$ cat src/rtl/fetch_pkg.sv
// Shared constants and state type for the instruction-fetch stage.
package fetch_pkg;

    localparam logic [31:0] HALT_WORD = 32'hb400001f;  // CBZ XZR, #0 program-end marker
    localparam int unsigned PC_STEP   = 4;

    typedef enum logic [0:0] {
        RUN,
        HALT
    } fetch_state_t;

endpackage

$ cat src/rtl/pc_reg.sv
// Program-counter register: N-bit, async reset to RESET_PC, load on enable.
module pc_reg #(
    parameter int unsigned     N        = 64,
    parameter logic [N-1:0]    RESET_PC = '0
) (
    input  logic         clk,
    input  logic         reset,
    input  logic         en,
    input  logic [N-1:0] d,
    output logic [N-1:0] q
);

    always_ff @(posedge clk or posedge reset) begin
        if (reset) begin
            q <= RESET_PC;
        end else if (en) begin
            q <= d;
        end
    end

endmodule

$ cat src/rtl/fetch_unit.sv
// Instruction-fetch stage: PC, imem word address and fetch/decode output register.
// Optional halt on the program-end marker when FETCH_HALT_EN is defined.
module fetch_unit
    import fetch_pkg::*;
#(
    parameter int unsigned  N        = 64,
    parameter int unsigned  AW       = 6,
    parameter logic [N-1:0] RESET_PC = '0
) (
    input  logic          clk,
    input  logic          reset,
    output logic [AW-1:0] imem_addr,
    input  logic [31:0]   imem_q,
    input  logic          pc_src,
    input  logic [N-1:0]  pc_branch,
    input  logic          stall,
    output logic [31:0]   instr_o,
    output logic [N-1:0]  pc_o,
    output logic          valid_o,
    output logic          halted
);

    localparam logic [N-1:0] PC_INC = N'(PC_STEP);

    logic [N-1:0] pc_q;
    logic [N-1:0] pc_d;
    logic         pc_en;
    logic [31:0]  instr_q, instr_d;
    logic [N-1:0] pc_o_q, pc_o_d;
    logic         valid_q, valid_d;
    logic         run;

    pc_reg #(
        .N        (N),
        .RESET_PC (RESET_PC)
    ) u_pc_reg (
        .clk   (clk),
        .reset (reset),
        .en    (pc_en),
        .d     (pc_d),
        .q     (pc_q)
    );

    // Low two PC bits never reach imem; high bits alias.
    assign imem_addr = pc_q[AW+1:2];

`ifdef FETCH_HALT_EN
    fetch_state_t state_q, state_d;

    always_ff @(posedge clk or posedge reset) begin
        if (reset) begin
            state_q <= RUN;
        end else begin
            state_q <= state_d;
        end
    end

    assign run    = (state_q == RUN);
    assign halted = (state_q == HALT);
`else
    assign run    = 1'b1;
    assign halted = 1'b0;
`endif

    always_comb begin
        pc_d    = pc_q;
        pc_en   = 1'b0;
        instr_d = instr_q;
        pc_o_d  = pc_o_q;
        valid_d = valid_q;
`ifdef FETCH_HALT_EN
        state_d = state_q;
`endif
        if (run) begin
            if (pc_src) begin
                // Flush the wrong-path word; redirect wins over stall.
                pc_d    = pc_branch;
                pc_en   = 1'b1;
                instr_d = '0;
                valid_d = 1'b0;
            end else if (!stall) begin
                pc_d    = pc_q + PC_INC;
                pc_en   = 1'b1;
                instr_d = imem_q;
                pc_o_d  = pc_q;
                valid_d = 1'b1;
`ifdef FETCH_HALT_EN
                if (imem_q == HALT_WORD) begin
                    state_d = HALT;
                end
`endif
            end
        end else begin
            valid_d = 1'b0;
        end
    end

    always_ff @(posedge clk or posedge reset) begin
        if (reset) begin
            instr_q <= '0;
            pc_o_q  <= '0;
            valid_q <= 1'b0;
        end else begin
            instr_q <= instr_d;
            pc_o_q  <= pc_o_d;
            valid_q <= valid_d;
        end
    end

    assign instr_o = instr_q;
    assign pc_o    = pc_o_q;
    assign valid_o = valid_q;

endmodule

$ cat config.mk
export PLATFORM = sky130hd
export DESIGN_NAME = fetch_unit
export DESIGN_NICKNAME = d
export VERILOG_FILES = /design/src/rtl/fetch_pkg.sv /design/src/rtl/pc_reg.sv /design/src/rtl/fetch_unit.sv
export SDC_FILE = /design/constraint.sdc
export NUM_CORES = 1
export LEC_CHECK = 0
export CAP_MARGIN = 20
export CORE_ASPECT_RATIO = 1.75
export CORE_MARGIN = 1.5
export CORE_UTILIZATION = 45
export DETAILED_ROUTE_END_ITERATION = 8
export PLACE_DENSITY = 0.75
export SYNTH_ARGS = -nofsm -noshare
export SYNTH_HDL_FRONTEND = slang
export SYNTH_SLANG_ARGS = --single-unit
export TNS_END_PERCENT = 10
$ cat constraint.sdc
create_clock -name clk -period 9 [get_ports clk]
set_clock_uncertainty 0.15 [all_clocks]
set_input_delay 1.35 -clock clk [delete_from_list [all_inputs] [get_ports clk]]
set_output_delay 1.35 -clock clk [all_outputs]
set_load 0.02 [all_outputs]
==> metrics.md <==
| Metric | Value |
|---|---|
| Core Region | `16400 sq um` |
| Critical-path cell list | `buf_2 > buf_4 > and3b_1 > nand4_1 > or4_4 > or4_1 > a31oi_1` |
| Slew headroom | `0.342` |
| FF+latch count, synth | `~160` |
| Setup TNS | `0 ns` |
| Footprint of the multi-input gates | `3260 sq um` |
| Period utilization | `0.441` |
| Initial DRC count | `219` |
| Slew at the pin closest to its max-slew limit | `slightly below 1 ns` |
| Drt total wl | `19600 microns` |
| Total GRT Usage | `0.233` |
| Cell Area, Placed | `9660 sq um` |
| Grt total ovfl | `0` |
| Number of library cell types mapped by synthesis | `47` |
| Fill cells | `between 1000 and 1500` |
| Worst setup path class | `in -> reg` |
| Number of global-route vias before repair | `6026` |
| Slowest CP cell | `or4_4` |
| Register clock-pin slew on the reported worst setup and hold paths | `approximately 0.06 ns` |
| Tmin final | `just under 4 ns` |
| Worst setup SP type | `input port` |
| Final setup violation count | `0` |
| CP endpoint kind | `flop` |
| Share of the synthesized area in the top cell type | `0.535` |
| I/O pins | `approximately 200` |
| CTS tree | `done` |
| Most frequent cells after synthesis | `dfrtp_1, mux2_2, nand2_1` |
| Buf/Inv on CP | `2` |
| GPL Wtd Cong | `0.812` |
| Global-route wire length before repair | `31600 microns` |
| Cts bufs inserted | `17` |
| CTS root buffer | `clkbuf_16` |
| Clock buffer depth | `2` |
| Final hold violations | `0` |
| PostCTS Resize Cnt | `0` |
| Ant. Diodes | `0` |
| Syn_nets | `791` |
| Hold path start | `pc_o[7]$_DFFE_PP0P_` |
| Max Fanout on Critical Path | `39` |
| Die height | `around 170 microns` |
| Storage cell area | `4030 sq um` |
| RSZ-0062 raised after global routing | `no` |
| Top FF cell, synth | `dfrtp_1` |
| Detail Placement HPWL | `roughly 14000 microns` |
| Width of the die | `101 microns` |
| PnR worst setup slack | `just over 5 ns` |
| Post-layout nets | `970` |
| Fin. max-slew vios | `0` |
| Fin cells | `1106` |
| Post-CTS Setup Inserts | `0` |
| Mapped cell area | `about 7500 sq um` |
| # rows | `62` |
| Fmax | `between 200 and 300 MHz` |
| Fraction of layout cells with a size suffix above 1 | `0.135` |
| R2r startpoint | `u_pc_reg.q[8]$_DFFE_PP0N_` |
| Port Buffers | `202` |
| Effective utilization at floorplan | `0.460` |
| Largest area contributor in the netlist | `dfrtp_1` |
| Post-Syn Area per Cell | `10.9 sq um` |
| Post-synth EDFFs | `0` |
| Later-pin clock latency in the skew report | `between 0.4 and 0.5 ns` |
| Pleak | `4.21 nW` |
| Status | `finished, final reports clean` |
| DRT Pass-1 Iters | `5` |
| Yosys warning count | `0` |
| Final core occ | `0.630` |
| Max cap viols | `0` |
| Clock sink count | `161` |
| DR DRC count | `0` |
| Largest net degree at the start of global routing | `92` |
| Top-count cell post-synth | `dfrtp_1` |
| Tightest Hold Check Type | `reg -> reg` |
| Cell area after layout | `10300 sq um` |
| Pre-CTS setup slack | `between 4 and 5 ns` |
| Remaining antenna violation count | `0` |
| Async SR Flop Fraction | `1.00` |
| DR vias | `5953` |
| Routed vias/inst | `5.38` |
| WL/cell | `approximately 18 microns` |
| Cell family with most CP delay | `simple AND/OR/NAND/NOR gates` |
| Slowest cell delay on critical path | `0.78 ns` |
| Setup crit start | `stall` |
| Hold buffer count at cts | `0` |
| H-tree Lvls | `4` |
| Crit path DAT | `4.15 ns` |
| Max IR drop VDD | `0.000116 V` |
| Post-Syn Instances | `690` |
| Required time worst endpoint | `between 9 and 10 ns` |
| Top cells by area, synth | `dfrtp_1, mux2_2, mux2i_1` |
| Die area | `17500 sq um` |
| Antenna violations before repair | `0` |
| Pwr/cell area | `205 nW/um^2` |
| Sequential cell area fraction in the yosys report | `0.535` |
| Syn-to-layout area delta | `37.0%` |
| Post-Place Cells | `1074` |
-- layout make-up --
| class | instances | area share |
|---|---|---|
| Sequential cell | 161 | 0.391 |
| Clock inverter | 13 | 0.0191 |
| Timing Repair Buffer | 207 | 0.199 |
| Multi-Input combinational cell | 473 | 0.316 |
| Inverter | 9 | 0.00376 |
| Clock buffer | 19 | 0.0439 |
| Tap cell | 224 | 0.0272 |
-- worst paths after layout --
kind                       slack [ns]                          to  cells past startpoint
max                              5.03  u_pc_reg.q[51]$_DFFE_PP0N_                      7
min                              0.35         pc_o[7]$_DFFE_PP0P_                      1
max reg2reg                      6.02  u_pc_reg.q[51]$_DFFE_PP0N_                      5
min reg2reg                      0.35         pc_o[7]$_DFFE_PP0P_                      1
max in group asynchronous        5.89   u_pc_reg.q[3]$_DFFE_PP0N_                      3
min in group asynchronous        1.29      instr_o[3]$_DFFE_PP0N_                      2
-- through the flow --
step	power [mW]	hold slack, ns
2_1_floorplan	1.11	0.325
3_3_place_gp	1.34	0.337
3_5_place_dp	1.34	0.341
4_1_cts	2.14	0.357
5_1_grt	2.20	0.366
6_report	2.12	0.353
-- worst register-to-register path: stages, from the launching register on --
cell	delay (ns)
dfrtp_1	0.43
and4_1	0.31
nand4_1	0.53
or4_4	0.79
or4_1	0.53
a31oi_1	0.17
-- cell usage in the layout (no fill, tap or decap), types with 3 or more instances in the layout --
| cell | Yosys | final |
|---|---|---|
| clkinvlp_4 | 0 | 3 |
| and3_1 | 7 | 7 |
| inv_6 | 0 | 4 |
| nand4_1 | 23 | 23 |
| or2_2 | 4 | 4 |
| mux2i_1 | 35 | 35 |
| xor2_1 | 25 | 25 |
| dfrtp_1 | 161 | 161 |
| nand2_1 | 68 | 68 |
| or4_1 | 5 | 5 |
| o21ai_0 | 45 | 45 |
| o211ai_1 | 10 | 10 |
| or3_1 | 11 | 11 |
| xnor2_1 | 13 | 13 |
| a21oi_1 | 3 | 3 |
| a31oi_1 | 8 | 8 |
| clkdlybuf4s50_1 | 0 | 200 |
| nor3_1 | 8 | 8 |
| clkbuf_16 | 0 | 17 |
| o311ai_0 | 3 | 3 |
| nand4b_1 | 3 | 3 |
| and2_1 | 6 | 6 |
| nand3_1 | 28 | 28 |
| buf_4 | 8 | 6 |
| nand2b_1 | 3 | 3 |
| nor4_1 | 11 | 11 |
| nor2b_1 | 6 | 6 |
| mux2_2 | 70 | 70 |
| nor2_1 | 50 | 49 |
| inv_1 | 9 | 8 |
| bufinv_16 | 0 | 4 |
| and4_1 | 9 | 9 |
-- report_power, final --
| group | internal [mW] | switching [mW] | leakage (nW) |
|---|---|---|---|
| Combinational | 0.230 | 0.208 | 1.95 |
| Sequential | 0.814 | 0.0743 | 1.95 |
| Clock | 0.486 | 0.304 | 0.310 |
| Total | 1.53 | 0.586 | 4.21 |
-- kinds of logic (layout without fill, tap and decap cells) --
logic type	after synthesis	after routing	share of synthesized area
fa+ha+maj	1	1	0.00166
mux	105	105	0.151
flops	161	161	0.535
compound gates	79	79	0.0629
xor+xnor	38	38	0.0442
other cells	1	1	0.000498
buf+inv	56	248	0.0323
simple gates	249	249	0.172
-- routing by layer --
| metal | share of wire | vias to the layer above | GRT usage |
|---|---|---|---|
| li1 | - | 2807 | - |
| met1 | 0.38 | 2925 | 0.278 |
| met5 | 0 | - | 0 |
| met4 | 0.031 | 0 | 0.0945 |
| met3 | 0.045 | 37 | 0.0414 |
| met2 | 0.54 | 184 | 0.407 |
-- registers in the layout, summed over array words and instances, names as in the netlist --
signal	flops
instr_o	32
pc_o	64
u_pc_reg.q	64
valid_o	1
No activity file was read; power rests on OpenSTA's default activity.
==> edit, RTL diff (same settings) <==
`N` is set to 64 in 2 places; all go to 128.
--- a/src/rtl/pc_reg.sv
+++ b/src/rtl/pc_reg.sv
@@ -1,6 +1,6 @@
 // Program-counter register: N-bit, async reset to RESET_PC, load on enable.
 module pc_reg #(
-    parameter int unsigned     N        = 64,
+    parameter int unsigned     N        = 128,
     parameter logic [N-1:0]    RESET_PC = '0
 ) (
     input  logic         clk,
--- a/src/rtl/fetch_unit.sv
+++ b/src/rtl/fetch_unit.sv
@@ -3,7 +3,7 @@
 module fetch_unit
     import fetch_pkg::*;
 #(
-    parameter int unsigned  N        = 64,
+    parameter int unsigned  N        = 128,
     parameter int unsigned  AW       = 6,
     parameter logic [N-1:0] RESET_PC = '0
 ) (
Ports: changed (resized pc_branch and pc_o); port bits go from 204 to 332. The function was not compared with the original's and may differ.
==> edit against the original RTL <==
Clock power grew 59%. Synthesized cell count increased by 91%. Total power up 74%. Global-route usage increased by 4.0 points. Via count up 95%. Critical path depth increased by 1. Synthesized area grew 85%. Wire length is 120% higher. Worst setup slack worse by 0.25 ns. Sequential cell count rose by 128. Cell area is 79% higher.
==> edit: results (changes against the original RTL) <==
- DP HPWL: 32.18 mm (+130%)
- Adder-cell share of the synthesized area: 0.0008979 (-0.0007649)
- Drt pass-1 iters: 6 (+1)
- Post-synthesis sequential area ratio: 0.5190 (-0.01643)
- WHS: 0.3558 ns (+0.002742 ns)
- CP max stage delay: 0.93 ns (+0.15 ns)
- Synth Area in Compound Gates: 0.04229 (-0.02056)
- Mapped Nets: 1,483 (+87%)
- Net Sw Frac: 0.2839 (+0.006890)
- M1 GR Usage: 0.3188 (+0.04050)
- Pleak: 7.190 nW (+71%)
- Count of different cell masters after synthesis: 51 (+8.5%)
- H-tree levels: 1 (-3)
- Min-delay src: pc_o[108]
- Total Nets Final: 1,779 (+83%)
- Status: completed
- GRT Util Overall: 0.2733 (+0.04049)
- Mux contribution to synthesized area: 0.1480 (-0.003338)
- Worst path arrival time: 4.50 ns (+0.35 ns)
- Wirelength, routed: 44.00 mm (+120%)
- Hold path endpoint: pc_o[108]
- Placed cells: 1,976 (+84%)
- M2 GR Usage: 0.4847 (+0.07760)
- Area after DPL: 0.01752 sq mm (+81%)
- CTS Buf Count: 26 (+9)
- Reg2reg path depth: 6 (+1)
- FF-to-FF Start: u_pc_reg.q[30]
- Post-Syn Instances: 1,318 (+91%)
- Met3 Usage GRT: 0.02794 (-0.01348)
- Critical Path Sink: u_pc_reg.q[100]
- Critical path's slowest cell: nand4_1
- Buffers added on ports: 330 (+63%)
- Maximum VDD drop: 150.0 uV (+29%)
- Flop-to-flop setup slack: 5.27 ns (-0.75 ns)
- Initial antenna violation count: 5 (+5)
## edit: changes by cell type after synthesis, moves of 52 or more
cell	unedited run	this run
dfrtp_1	161	289
nand2_1	68	158
mux2_2	70	152
xnor2_1	13	71
nand4_1	23	75
## edit: area by class of cell
cell class,count,area [sq um]
fillers,2603,12130
flip-flops and latches,289,7232
multi-input cells,941,6351
repair buffers,340,3385
clock buffers,32,704.4
well taps,391,489.2
clock inverters,14,259.0
inverters,16,63.81
diodes,5,12.51
## edit: cells by family after synthesis
logic type | after synthesis
adder cells (fa/ha/maj) | 1
buffers and inverters | 88
multiplexers | 187
AND/OR/NAND/NOR | 524
other | 1
XOR/XNOR | 116
flip-flops | 289
AO/OA/AOI/OAI | 112
## edit: through the flow
| step | total power, W | setup WS, ns | util |
|---|---|---|---|
| 5_1_grt | 0.003821 | 4.494 | 0.6039 |
| 6_report | 0.003685 | 4.784 | 0.6039 |
| 3_3_place_gp | 0.002427 | 4.346 | 0.5719 |
| 4_1_cts | 0.003712 | 4.808 | 0.6033 |
| 2_1_floorplan | 0.002017 | 3.667 | - |
| 3_5_place_dp | 0.002444 | 4.267 | 0.5719 |
## edit: power by group through the flow
| stage | logic, W | clock network (W) | registers (W) |
|---|---|---|---|
| after global placement | 0.000774 | 0 | 0.00165 |
| after detailed placement | 0.000786 | 0 | 0.00166 |
| after floorplan | 0.000276 | 0 | 0.00174 |
| after global routing | 0.000831 | 0.00133 | 0.00166 |
| final | 0.000784 | 0.00126 | 0.00164 |
| after CTS | 0.000792 | 0.00129 | 0.00164 |
## edit: metal layers
layer  routed length [um]  share of wire  vias up
met3                 2371          0.054      125
met1                15860           0.36     5755
li1                     -              -     5254
met2                23440           0.53      477
met5                    0              0        -
met4                 2335          0.053        0
